`config.mk`:
```
export PLATFORM = sky130hd
export DESIGN_NAME = alu_arb_ctrl
export DESIGN_NICKNAME = d
export VERILOG_FILES = /design/src/rtl/alu_arb_ctrl.sv
export SDC_FILE = /design/constraint.sdc
export NUM_CORES = 1
export LEC_CHECK = 0
export ABC_AREA = 1
export BUFFER_PORTS_ARGS = -buffer_cell sky130_fd_sc_hd__buf_2
export CORE_ASPECT_RATIO = 1.75
export CORE_MARGIN = 2
export CORE_UTILIZATION = 42
export DETAILED_ROUTE_END_ITERATION = 10
export GPL_TIMING_DRIVEN = 0
export MAX_ROUTING_LAYER = met4
export PLACE_DENSITY = 0.77
export SLEW_MARGIN = 20
export SYNTH_ARGS = -nofsm -noshare
export SYNTH_HDL_FRONTEND = slang
export SYNTH_SLANG_ARGS = --single-unit
```
`constraint.sdc`:
```
create_clock -name clk -period 1.4 [get_ports clk]
set_input_delay 0.07 -clock clk [delete_from_list [all_inputs] [get_ports clk]]
set_output_delay 0.07 -clock clk [all_outputs]
set_load 0.01 [all_outputs]
```
`src/rtl/alu_arb_ctrl.sv`:
```
// Round-robin arbiter and sequencer for the shared sign-magnitude ALU.
// Grants one of two requesters, drives registered ALU operands, waits the settle time, returns the result.
module alu_arb_ctrl #(
    parameter int unsigned SETTLE_CYCLES = 32'd1
) (
    input  logic       clk,
    input  logic       rst,
    input  logic       req0_valid,
    output logic       req0_ready,
    input  logic [7:0] req0_a,
    input  logic [7:0] req0_b,
    input  logic [2:0] req0_sel,
    input  logic       req1_valid,
    output logic       req1_ready,
    input  logic [7:0] req1_a,
    input  logic [7:0] req1_b,
    input  logic [2:0] req1_sel,
    output logic [7:0] alu_a,
    output logic [7:0] alu_b,
    output logic [2:0] alu_sel,
    input  logic [8:0] alu_c,
    output logic       rsp_valid,
    input  logic       rsp_ready,
    output logic [8:0] rsp_data,
    output logic       rsp_id,
    output logic       rsp_err,
    output logic       busy
);

    typedef enum logic [1:0] {
        ST_IDLE = 2'd0,
        ST_EXEC = 2'd1,
        ST_RESP = 2'd2
    } state_t;

    localparam logic [3:0] SETTLE_LOAD = 4'(SETTLE_CYCLES - 32'd1);

    // Divide by a zero magnitude, or an op code the ALU does not implement.
    function automatic logic op_error(input logic [2:0] sel, input logic [7:0] b);
        return ((sel == 3'd3) && (b[6:0] == 7'd0)) || (sel >= 3'd6);
    endfunction

    state_t     state_r;
    state_t     state_nxt_s;
    logic       last_grant_r;
    logic [3:0] cnt_r;
    logic       err_pend_r;
    logic       grant0_s;
    logic       grant1_s;
    logic       accept_s;
    logic [7:0] pick_a_s;
    logic [7:0] pick_b_s;
    logic [2:0] pick_sel_s;

    assign accept_s   = grant0_s | grant1_s;
    assign req0_ready = grant0_s;
    assign req1_ready = grant1_s;

    // State register.
    always_ff @(posedge clk) begin
        if (rst) begin
            state_r <= ST_IDLE;
        end else begin
            state_r <= state_nxt_s;
        end
    end

    // Next-state decode.
    always_comb begin
        state_nxt_s = state_r;
        case (state_r)
            ST_IDLE: begin
                if (accept_s) begin
                    state_nxt_s = ST_EXEC;
                end else begin
                    state_nxt_s = ST_IDLE;
                end
            end
            ST_EXEC: begin
                if (cnt_r == 4'd0) begin
                    state_nxt_s = ST_RESP;
                end else begin
                    state_nxt_s = ST_EXEC;
                end
            end
            ST_RESP: begin
                if (rsp_ready) begin
                    state_nxt_s = ST_IDLE;
                end else begin
                    state_nxt_s = ST_RESP;
                end
            end
            default: state_nxt_s = ST_IDLE;
        endcase
    end

    // Grant and busy outputs; reset suppresses readiness so a same-cycle request is never taken.
    always_comb begin
        grant0_s = 1'b0;
        grant1_s = 1'b0;
        busy     = (state_r != ST_IDLE);
        if (rst) begin
            grant0_s = 1'b0;
            grant1_s = 1'b0;
        end else if (state_r == ST_IDLE) begin
            if (req0_valid && req1_valid) begin
                grant0_s = last_grant_r;
                grant1_s = ~last_grant_r;
            end else begin
                grant0_s = req0_valid;
                grant1_s = req1_valid;
            end
        end else begin
            grant0_s = 1'b0;
            grant1_s = 1'b0;
        end
    end

    // Payload of the granted requester.
    always_comb begin
        pick_a_s   = req0_a;
        pick_b_s   = req0_b;
        pick_sel_s = req0_sel;
        if (grant1_s) begin
            pick_a_s   = req1_a;
            pick_b_s   = req1_b;
            pick_sel_s = req1_sel;
        end else begin
            pick_a_s   = req0_a;
            pick_b_s   = req0_b;
            pick_sel_s = req0_sel;
        end
    end

    // Operand latch, settle counter and response capture.
    always_ff @(posedge clk) begin
        if (rst) begin
            alu_a        <= 8'd0;
            alu_b        <= 8'd0;
            alu_sel      <= 3'd0;
            rsp_valid    <= 1'b0;
            rsp_data     <= 9'd0;
            rsp_id       <= 1'b0;
            rsp_err      <= 1'b0;
            last_grant_r <= 1'b1;
            cnt_r        <= 4'd0;
            err_pend_r   <= 1'b0;
        end else begin
            case (state_r)
                ST_IDLE: begin
                    if (accept_s) begin
                        alu_a        <= pick_a_s;
                        alu_b        <= pick_b_s;
                        alu_sel      <= pick_sel_s;
                        rsp_id       <= grant1_s;
                        last_grant_r <= grant1_s;
                        cnt_r        <= SETTLE_LOAD;
                        err_pend_r   <= op_error(pick_sel_s, pick_b_s);
                    end
                end
                ST_EXEC: begin
                    if (cnt_r == 4'd0) begin
                        rsp_data  <= err_pend_r ? 9'd0 : alu_c;
                        rsp_err   <= err_pend_r;
                        rsp_valid <= 1'b1;
                    end else begin
                        cnt_r <= cnt_r - 4'd1;
                    end
                end
                ST_RESP: begin
                    if (rsp_ready) begin
                        rsp_valid <= 1'b0;
                    end
                end
                default: rsp_valid <= 1'b0;
            endcase
        end
    end

endmodule

```
After elaboration in Yosys (flattened, before gate mapping). Index checks and enable logic that the tools add are counted.

$add $sub $neg: 1. $lt $le $gt $ge: 1. Equal/unequal tests: 7. Muxes and demuxes: 20. Bitwise gates (word level): 3. Reductions and logical operators: 12.

Operators by type and width (count): two-way mux 8 bit (2); two-way mux 1 bit (9); two-way mux 9 bit (1); two-way mux 4 bit (2); != test 2 bit, second input constant (4); case mux 4 bit (2 select lines) (1); logical NOT 7 bit (1); case mux 2 bit (3 select lines) (1); AND reduction 3 bit (2); logical NOT 4 bit (1); two-way mux 2 bit (2); AND reduction 2 bit (2); nonzero test 2 bit (2); subtractor 4 x 1 -> 4 bit, second input constant (1); equality test 3 x 2 -> 1 bit, second input constant (1); greater-or-equal comparator 3 bit, second input constant (1); two-way mux 3 bit (1); case mux 1 bit (3 select lines) (1); equality test 2 x 1 -> 1 bit, second input constant (1); equality test 2 bit, second input constant (1); logical AND 1 bit (2); logical NOT 2 bit (1); NOT 1 bit (2); logical OR 1 bit (1); OR 1 bit (1).

Bits in registers: 39. Bits of input ports: 52. Output and inout bits: 34. Word-level logic and storage cells: 55.

Logic depth before layout (Yosys ltp). Gate-level depths: netlist of the first run.

Depth in word-level cells: 8. Gate-level depth with buffers: 12. Mapped depth without buffers: 11.

Worst setup path before layout of the first run. OpenSTA, ideal clock, no wires.

Path type: flip-flop to flip-flop. Start point: register cnt_r[0]. End point: register rsp_data[8]. Library setup time: 128 ps. Data arrival time: 1315 ps. Data required time: 1272 ps. Setup slack: -43 ps. Stages on the path, launching flop included: 8. Buffers on the path: 1. Clock period less this slack: 1443 ps. Path through: dfxtp_1 -> inv_1 -> ha_1 -> nor3b_2 -> nand2_1 -> clkbuf_1 -> a22oi_1 -> nor2_1.

Cells in the longest elaborated chain, start to end: 2.

RTL lines: start, declared (RTL line 46) `logic [3:0] cnt_r;`; start signal, assigned (RTL line 167) `cnt_r <= cnt_r - 4'd1;`; logical NOT 4 bit (RTL line 162) `if (cnt_r == 4'd0) begin`; AND reduction 2 bit (no line); end signal, assigned (RTL line 163) `rsp_data <= err_pend_r ? 9'd0 : alu_c;`; end, declared (RTL line 24) `output logic [8:0] rsp_data,`.

No other way between the ends. A chain may end at the register's enable or synchronous reset.

Final worst setup path of the first run.
Start point: register state_r[1]. End point: register cnt_r[0].

Cells in the longest elaborated chain, start to end: 6. Elaborated cells between the ends (all ways): 12. Classes of those cells: eq/ne (3); mux (5); bitwise (1); reduce/logical (3).

RTL lines: start, declared (RTL line 43) `state_t state_r;`; start signal, assigned (RTL line 64) `state_r <= state_nxt_s;`; logical NOT 2 bit (RTL line 105, 149); two-way mux 1 bit (RTL line 105) `end else if (state_r == ST_IDLE) begin`; two-way mux 1 bit (RTL line 102) `if (rst) begin`; OR 1 bit (RTL line 55) `assign accept_s = grant0_s | grant1_s;`; != test 2 bit (no line); AND reduction 3 bit (no line).

Parallel ways exist; a longest one is shown, timed or not.

==> results of run 1 <==
[per-layer routing]
metal / GRT usage, % / wire length, µm / up-vias
met4: 9.17 / 148 / 0
met1: 19.5 / 1810 / 930
li1: - / - / 993
met2: 39.5 / 3020 / 77
met3: 4.84 / 321 / 14
met5: - / 0 / -
[power breakdown]
| part | leakage, nW | internal, mW | switching [mW] |
|---|---|---|---|
| clock network | 0.0505 | 0.448 | 0.404 |
| logic | 1.06 | 0.544 | 0.602 |
| registers | 0.322 | 1.27 | 0.100 |
| total | 1.43 | 2.26 | 1.11 |
[through the flow]
stage | cells | setup TNS [ns] | hold slack (ns)
global route | 404 | -2.34 | 0.00900
global placement | 374 | -1.44 | 0.301
floorplan | 239 | 0 | 0.214
finish | 404 | -0.119 | 0.00562
CTS | 397 | -0.0820 | 0.00388
detailed placement | 374 | -2.14 | 0.303
[sequential cells by signal (all words and copies together), names as in the netlist]
| signal | count |
|---|---|
| rsp_data | 9 |
| alu_a | 8 |
| alu_b | 8 |
| cnt_r | 4 |
| alu_sel | 3 |
| state_r | 2 |
| err_pend_r | 1 |
| last_grant_r | 1 |
| rsp_err | 1 |
| rsp_id | 1 |
| rsp_valid | 1 |
[cell families after synthesis]
group,Yosys count
flops,39
compound gates,39
buf+inv,39
fa+ha+maj,2
mux,1
simple gates,119
[layout by cell type (no fill, tap or decap), types with 2 or more instances in the layout]
cell,Yosys,layout
a21oi_1,13,11
a21oi_2,0,2
buf_2,2,83
buf_4,2,16
buf_6,3,11
clkbuf_8,0,8
dfxtp_1,39,34
dfxtp_2,0,4
inv_1,26,22
inv_2,1,4
inv_4,1,2
nand2_1,72,70
nand2_4,1,3
nand4_1,8,8
nor2_1,17,15
nor2_2,10,10
nor2_4,2,5
nor3_1,2,2
o21ai_1,10,11
o21ai_2,0,2
o31ai_2,9,9
[how the worst max path moves through the flow]
stage / from / endpoint / slack (ns)
floorplan: cnt_r[0] / rsp_data[8] / 0.01
global placement: cnt_r[0] / rsp_data[2] / -0.17
CTS: state_r[0] / cnt_r[1] / -0.02
finish: state_r[1] / cnt_r[0] / -0.04
detailed placement: cnt_r[0] / rsp_data[5] / -0.22
global route: state_r[1] / cnt_r[0] / -0.14
[final cells by class]
type,instances,area (µm²),share of cell area [%]
plain buffers,9,96.3,3.44
well taps,51,63.8,2.28
flip-flops and latches,39,790,28.2
multi-input cells,162,996,35.6
clock inverters,1,7.51,0.268
repair buffers,106,633,22.6
clock buffers,7,96.3,3.44
inverters,29,119,4.24
[timing repair]
item / in CTS / in global routing
pin swaps: 9 / 13
hold endpoints to repair: 2 / 0
endpoints found under the setup margin: 32 / 37
gates cloned: 3 / 1
setup buffers: 12 / 6
hold buffers: 1 / 0
gates resized for setup: 24 / 29
[critical path: stages, from the launching register on]
cell and delay (ns):
dfxtp_4 0.37, nor2_4 0.13, nand3_4 0.14, buf_8 0.17, buf_6 0.11, o211ai_4 0.11
buf_6 0.16, o21ai_2 0.05, a21oi_1 0.13
==> reports/qor.yml, run 1 <==
clock_latency_ns: 0.29
ios: 86
antenna_cells: 0
syn2layout_area_growth_pct: 48.5
antenna_found_initial: 0
max_freq_ghz: 0.694
setup_viol: 7
dp_hpwl_um: 3580
synthArstFlopShare_pct: 0
synth_area_leaders: "dfxtp_1 41%, nand2_1 14%, o31ai_2 6.0%"
synth_ff_type: "dfxtp_1"
yosysWarnings: 0
synth_top_family_by_area: "simple AND/OR/NAND/NOR gates"
grt_max_degree: 13
pre_cts_ws_ns: -0.219
final_layout_size_suffix_gt1_share_pct: 49.0
yosysUniqueCellTypes: 34
cts.path.max_buffers: 2
cap_violations: 0
crit_required_ns: 1.62
drc: 0
crit_path_start_kind: "flip-flop"
hp-start: "alu_c[8]"
die-width_um: 54.7
synth_common_cells: "72 x nand2_1, 39 x dfxtp_1, 26 x inv_1, 17 x nor2_1, 13 x a21oi_1"
io_buffers: 84
muxShareOfSynthArea_pct: 0.531
synth_cells: 239
synth-compound-area-share_pct: 15.3
first_iter_violations: 31
numCtsBuffers: 5
setup_ws_ns: -0.0415
finalCritPeriodShare_pct: 103
synth_xor_xnor_area_share_pct: 0
fin_area_um2: 2800
firstDrtPassIters: 4
min_period_ns: 1.44
fp.dieH_um: 92.7
total_power_mw: 3.37
synth_nets: 293
hold_violations: 0
irDropWorstVdd_v: 0.00114
path_clk_slew_ns: 0.08
wirelength_um: 5300
cp_max_fo: 6
syn_area_um2: 1890
max_slew_margin_pct: 70.9
yosys.area_share.simple_pct: 30.8
arrival_ns: 1.66
grt_pass1_wl_um: 7890
status: "finished, violations left"
grt_use_total_pct: 21.5
htree_levels: 2
placed_area_um2: 2380
violations: "setup timing"
synth_top_area_share_pct: 41.4
cts-root-buf: "clkbuf_8"
cp-end-kind: "flip-flop"
fillers: 389
r2r-end: "cnt_r[0]"
vias: 2014
synth_edf_count: 0
grt_overflow: 0
grt_pass1_vias: 1919
yosysSeqAreaShare_pct: 41.4
hold_depth: 3
ant_nets: 0
worstHoldEndpoint: "rsp_data[8]"
clock_skew_ns: 0.00694
leakage_nw: 1.43
initial_core_util_pct: 43.2
layout.nets: 406
final_util_pct: 64.2
synth_area_leader_cell: "dfxtp_1"
synth_adder_area_share_pct: 1.33
syn_avg_cell_area_um2: 7.89
rsz0062_at_grt: "true"
worst_pin_slew_ns: 0.436
power_density_nw_per_um2: 1200
gp_congestion: 0.859
avgViaCountPerCell: 4.99
synth.most_common_cell: "nand2_1"
wl_per_cell_um: 13.1
hold_class: "in -> reg"
cts_tree: "done"
r2r_cells: 8
slew_violations: 0
core_area_um2: 4360
synth_seq_cells: 39
reg2reg_slack_ns: -0.04
clock-sinks: 39
dieArea_um2: 5070
row_count: 32
critical_path_class: "reg -> reg"
timing.rr.start: "state_r[1]"
Note: power is estimated with default switching activity, not from simulation.
==> run 2, diff against run 1 <==
BUFFER_PORTS_ARGS = -buffer_cell sky130_fd_sc_hd__buf_4   (was -buffer_cell sky130_fd_sc_hd__buf_2)
RECOVER_POWER = 25   (was unset)
==> reports/qor.yml, run 2 (synthesis gave the netlist of run 1 again) <==
status: "finished, violations left"  # unchanged
violations: "setup timing"  # unchanged
post-place-cells: 374  # unchanged
vias: 1969  # was 2014
slew_violations: 0  # unchanged
initial_core_util_pct: 43.2  # unchanged
cp_max_fo: 8  # was 6
r2r-end: "cnt_r[1]"  # was cnt_r[0]
gp_congestion: 0.849  # was 0.859
layout_common_cells: "81 x buf_4, 66 x nand2_1, 34 x dfxtp_1"  # was 83 x buf_2, 70 x nand2_1, 34 x dfxtp_1
syn2layout_area_growth_pct: 56.8  # was 48.5%
wirelength_um: 5520  # was 5300 µm
grt_use_total_pct: 22.3  # was 21.5%
regMostFlops: "rsp_data"  # unchanged
final_util_pct: 67.8  # was 64.2%
grt_max_degree: 12  # was 13
firstDrtPassIters: 4  # unchanged
r2r_cells: 8  # unchanged
cp_num_buf_inv: 2  # was 3
worstHoldEndpoint: "rsp_data[8]"  # unchanged
crit_family: "compound AO/OA/AOI/OAI gates"  # was buffers and inverters
timing.rr.start: "state_r[1]"  # unchanged
antenna_cells: 0  # unchanged
cts_tree: "done"  # unchanged
htree_levels: 2  # unchanged
fp.dieH_um: 92.7  # unchanged
pre_cts_ws_ns: -0.212  # was -0.219 ns
dieArea_um2: 5070  # unchanged
setup_viol: 5  # was 7
use_met2_pct: 40.2  # was 39.5%
numCtsBuffers: 5  # unchanged
cap_violations: 0  # unchanged
placed_area_um2: 2590  # was 2380 µm²
critical_path_class: "reg -> reg"  # unchanged
setup-tns-final_ns: -0.102  # was -0.119 ns
crit_path_start_kind: "flip-flop"  # unchanged
startpoint: "state_r[1]"  # unchanged
slowest_delay_ns: 0.37  # about the same
grt_overflow: 0  # unchanged
cp-end-kind: "flip-flop"  # unchanged
power_density_nw_per_um2: 1160  # was 1200 nW/µm²
antenna_found_initial: 0  # unchanged
path_common_cell: "o21ai_1"  # was buf_6
avgViaCountPerCell: 4.92  # was 4.99
max_slew_margin_pct: 68.1  # was 70.9%
irDropWorstVdd_v: 0.000878  # was 0.00114 V
holdWs_ns: 0.0112  # was 0.00562 ns
row_count: 32  # unchanged
cts-root-buf: "clkbuf_8"  # unchanged
grt_pass1_wl_um: 8030  # was 7890 µm
hp-start: "alu_c[8]"  # unchanged
path_clk_slew_ns: 0.07  # was 0.08 ns
core_area_um2: 4360  # unchanged
use_met1_pct: 20.5  # was 19.5%
clock_skew_ns: 0.00786  # was 0.00694 ns
largest_register_ff_count: 9  # unchanged
total_power_mw: 3.43  # was 3.37 mW
reg_top3: "rsp_data: 9 flops, alu_a: 8 flops, alu_b: 8 flops"  # unchanged
die-width_um: 54.7  # unchanged
drc: 0  # unchanged
crit_required_ns: 1.56  # was 1.62 ns
ios: 86  # unchanged
hold_violations: 0  # unchanged
setup_ws_ns: -0.0644  # was -0.0415 ns
io_buffers: 84  # unchanged
finalCritPeriodShare_pct: 105  # was 103%
worst_pin_slew_ns: 0.479  # was 0.436 ns
arrival_ns: 1.62  # was 1.66 ns
layout.nets: 402  # was 406
instances_no_fill: 400  # was 404
grt-busiest-layer: "met2"  # unchanged
hold_depth: 3  # unchanged
path_cells: "nor2_4 -> nand3_4 -> buf_8 -> buf_12 -> o211ai_4 -> o21ai_1 -> o21ai_1 -> nor2_1"  # was nor2_4 -> nand3_4 -> buf_8 -> buf_6 -> o211ai_4 -> buf_6 -> o21ai_2 -> a21oi_1
cts.path.max_buffers: 2  # unchanged
dp_hpwl_um: 3740  # was 3580 µm
max_freq_ghz: 0.683  # was 0.694 GHz
leakage_nw: 1.42  # was 1.43 nW
hold_class: "in -> reg"  # unchanged
final_layout_size_suffix_gt1_share_pct: 46.4  # was 49.0%
grt_pass1_vias: 1910  # was 1919
fin_area_um2: 2960  # was 2800 µm²
critPathSlowestCell: "dfxtp_4"  # unchanged
reg2reg_slack_ns: -0.06  # was -0.04 ns
min_period_ns: 1.46  # was 1.44 ns
clock-sinks: 39  # unchanged
clock_latency_ns: 0.30  # was 0.29 ns
mostFrequentLayoutCell: "buf_4"  # was buf_2
use_met3_pct: 5.16  # was 4.84%
rsz0062_at_grt: "true"  # unchanged
wl_per_cell_um: 13.8  # was 13.1 µm
ant_nets: 0  # unchanged
first_iter_violations: 39  # was 31
-- run 2: cell count changes in the layout (fill, tap and decap cells not counted), moves of 4 or more --
cell      delta
buf_2       -83
clkbuf_1    +13
nor2_1       -4
nand2_2      +4
buf_4       +65
nand2_1      -4
nor2_2       +4
-- run 2: layout make-up --
cell class / instances / area [µm²]
Buffer: 9 / 104
Clock buffer: 8 / 100
Fill cell: 371 / 1410
Inverter: 29 / 126
Multi-Input combinational cell: 162 / 1020
Sequential cell: 39 / 790
Tap cell: 51 / 63.8
Timing Repair Buffer: 102 / 757
-- run 2: worst min-delay path, cell delays in order --
cell     delay [ns]
buf_4          0.08
a22oi_2        0.04
nor2_1         0.07
-- run 2: worst max-delay path by stage --
stage | slack (ns) | endpoint | cells past startpoint
floorplan | 0.01 | rsp_data[8] | 7
global route | -0.14 | cnt_r[1] | 8
CTS | -0.03 | rsp_data[8] | 7
detailed placement | -0.21 | rsp_data[6] | 7
finish | -0.06 | cnt_r[1] | 8
global placement | -0.18 | rsp_data[2] | 7
-- run 2: timing repair --
| item | in CTS | in global routing |
|---|---|---|
| gates resized for setup | 27 | 28 |
| pin swaps | 9 | 17 |
| gates cloned | 2 | 0 |
| setup endpoints to repair | 35 | 39 |
| hold buffers | 2 | 0 |
| endpoints found under the hold margin | 1 | 0 |
| buffers inserted | 10 | 5 |
-- run 2: power breakdown --
| part | switching (mW) | internal (mW) | total (mW) |
|---|---|---|---|
| clock | 0.392 | 0.450 | 0.841 |
| sequential | 0.109 | 1.27 | 1.38 |
| combinational | 0.607 | 0.603 | 1.21 |
-- run 2: routing by layer --
metal	wire length (µm)	vias up
met4	173	0
met2	3160	68
met1	1930	905
met5	0	-
li1	-	982
met3	263	14
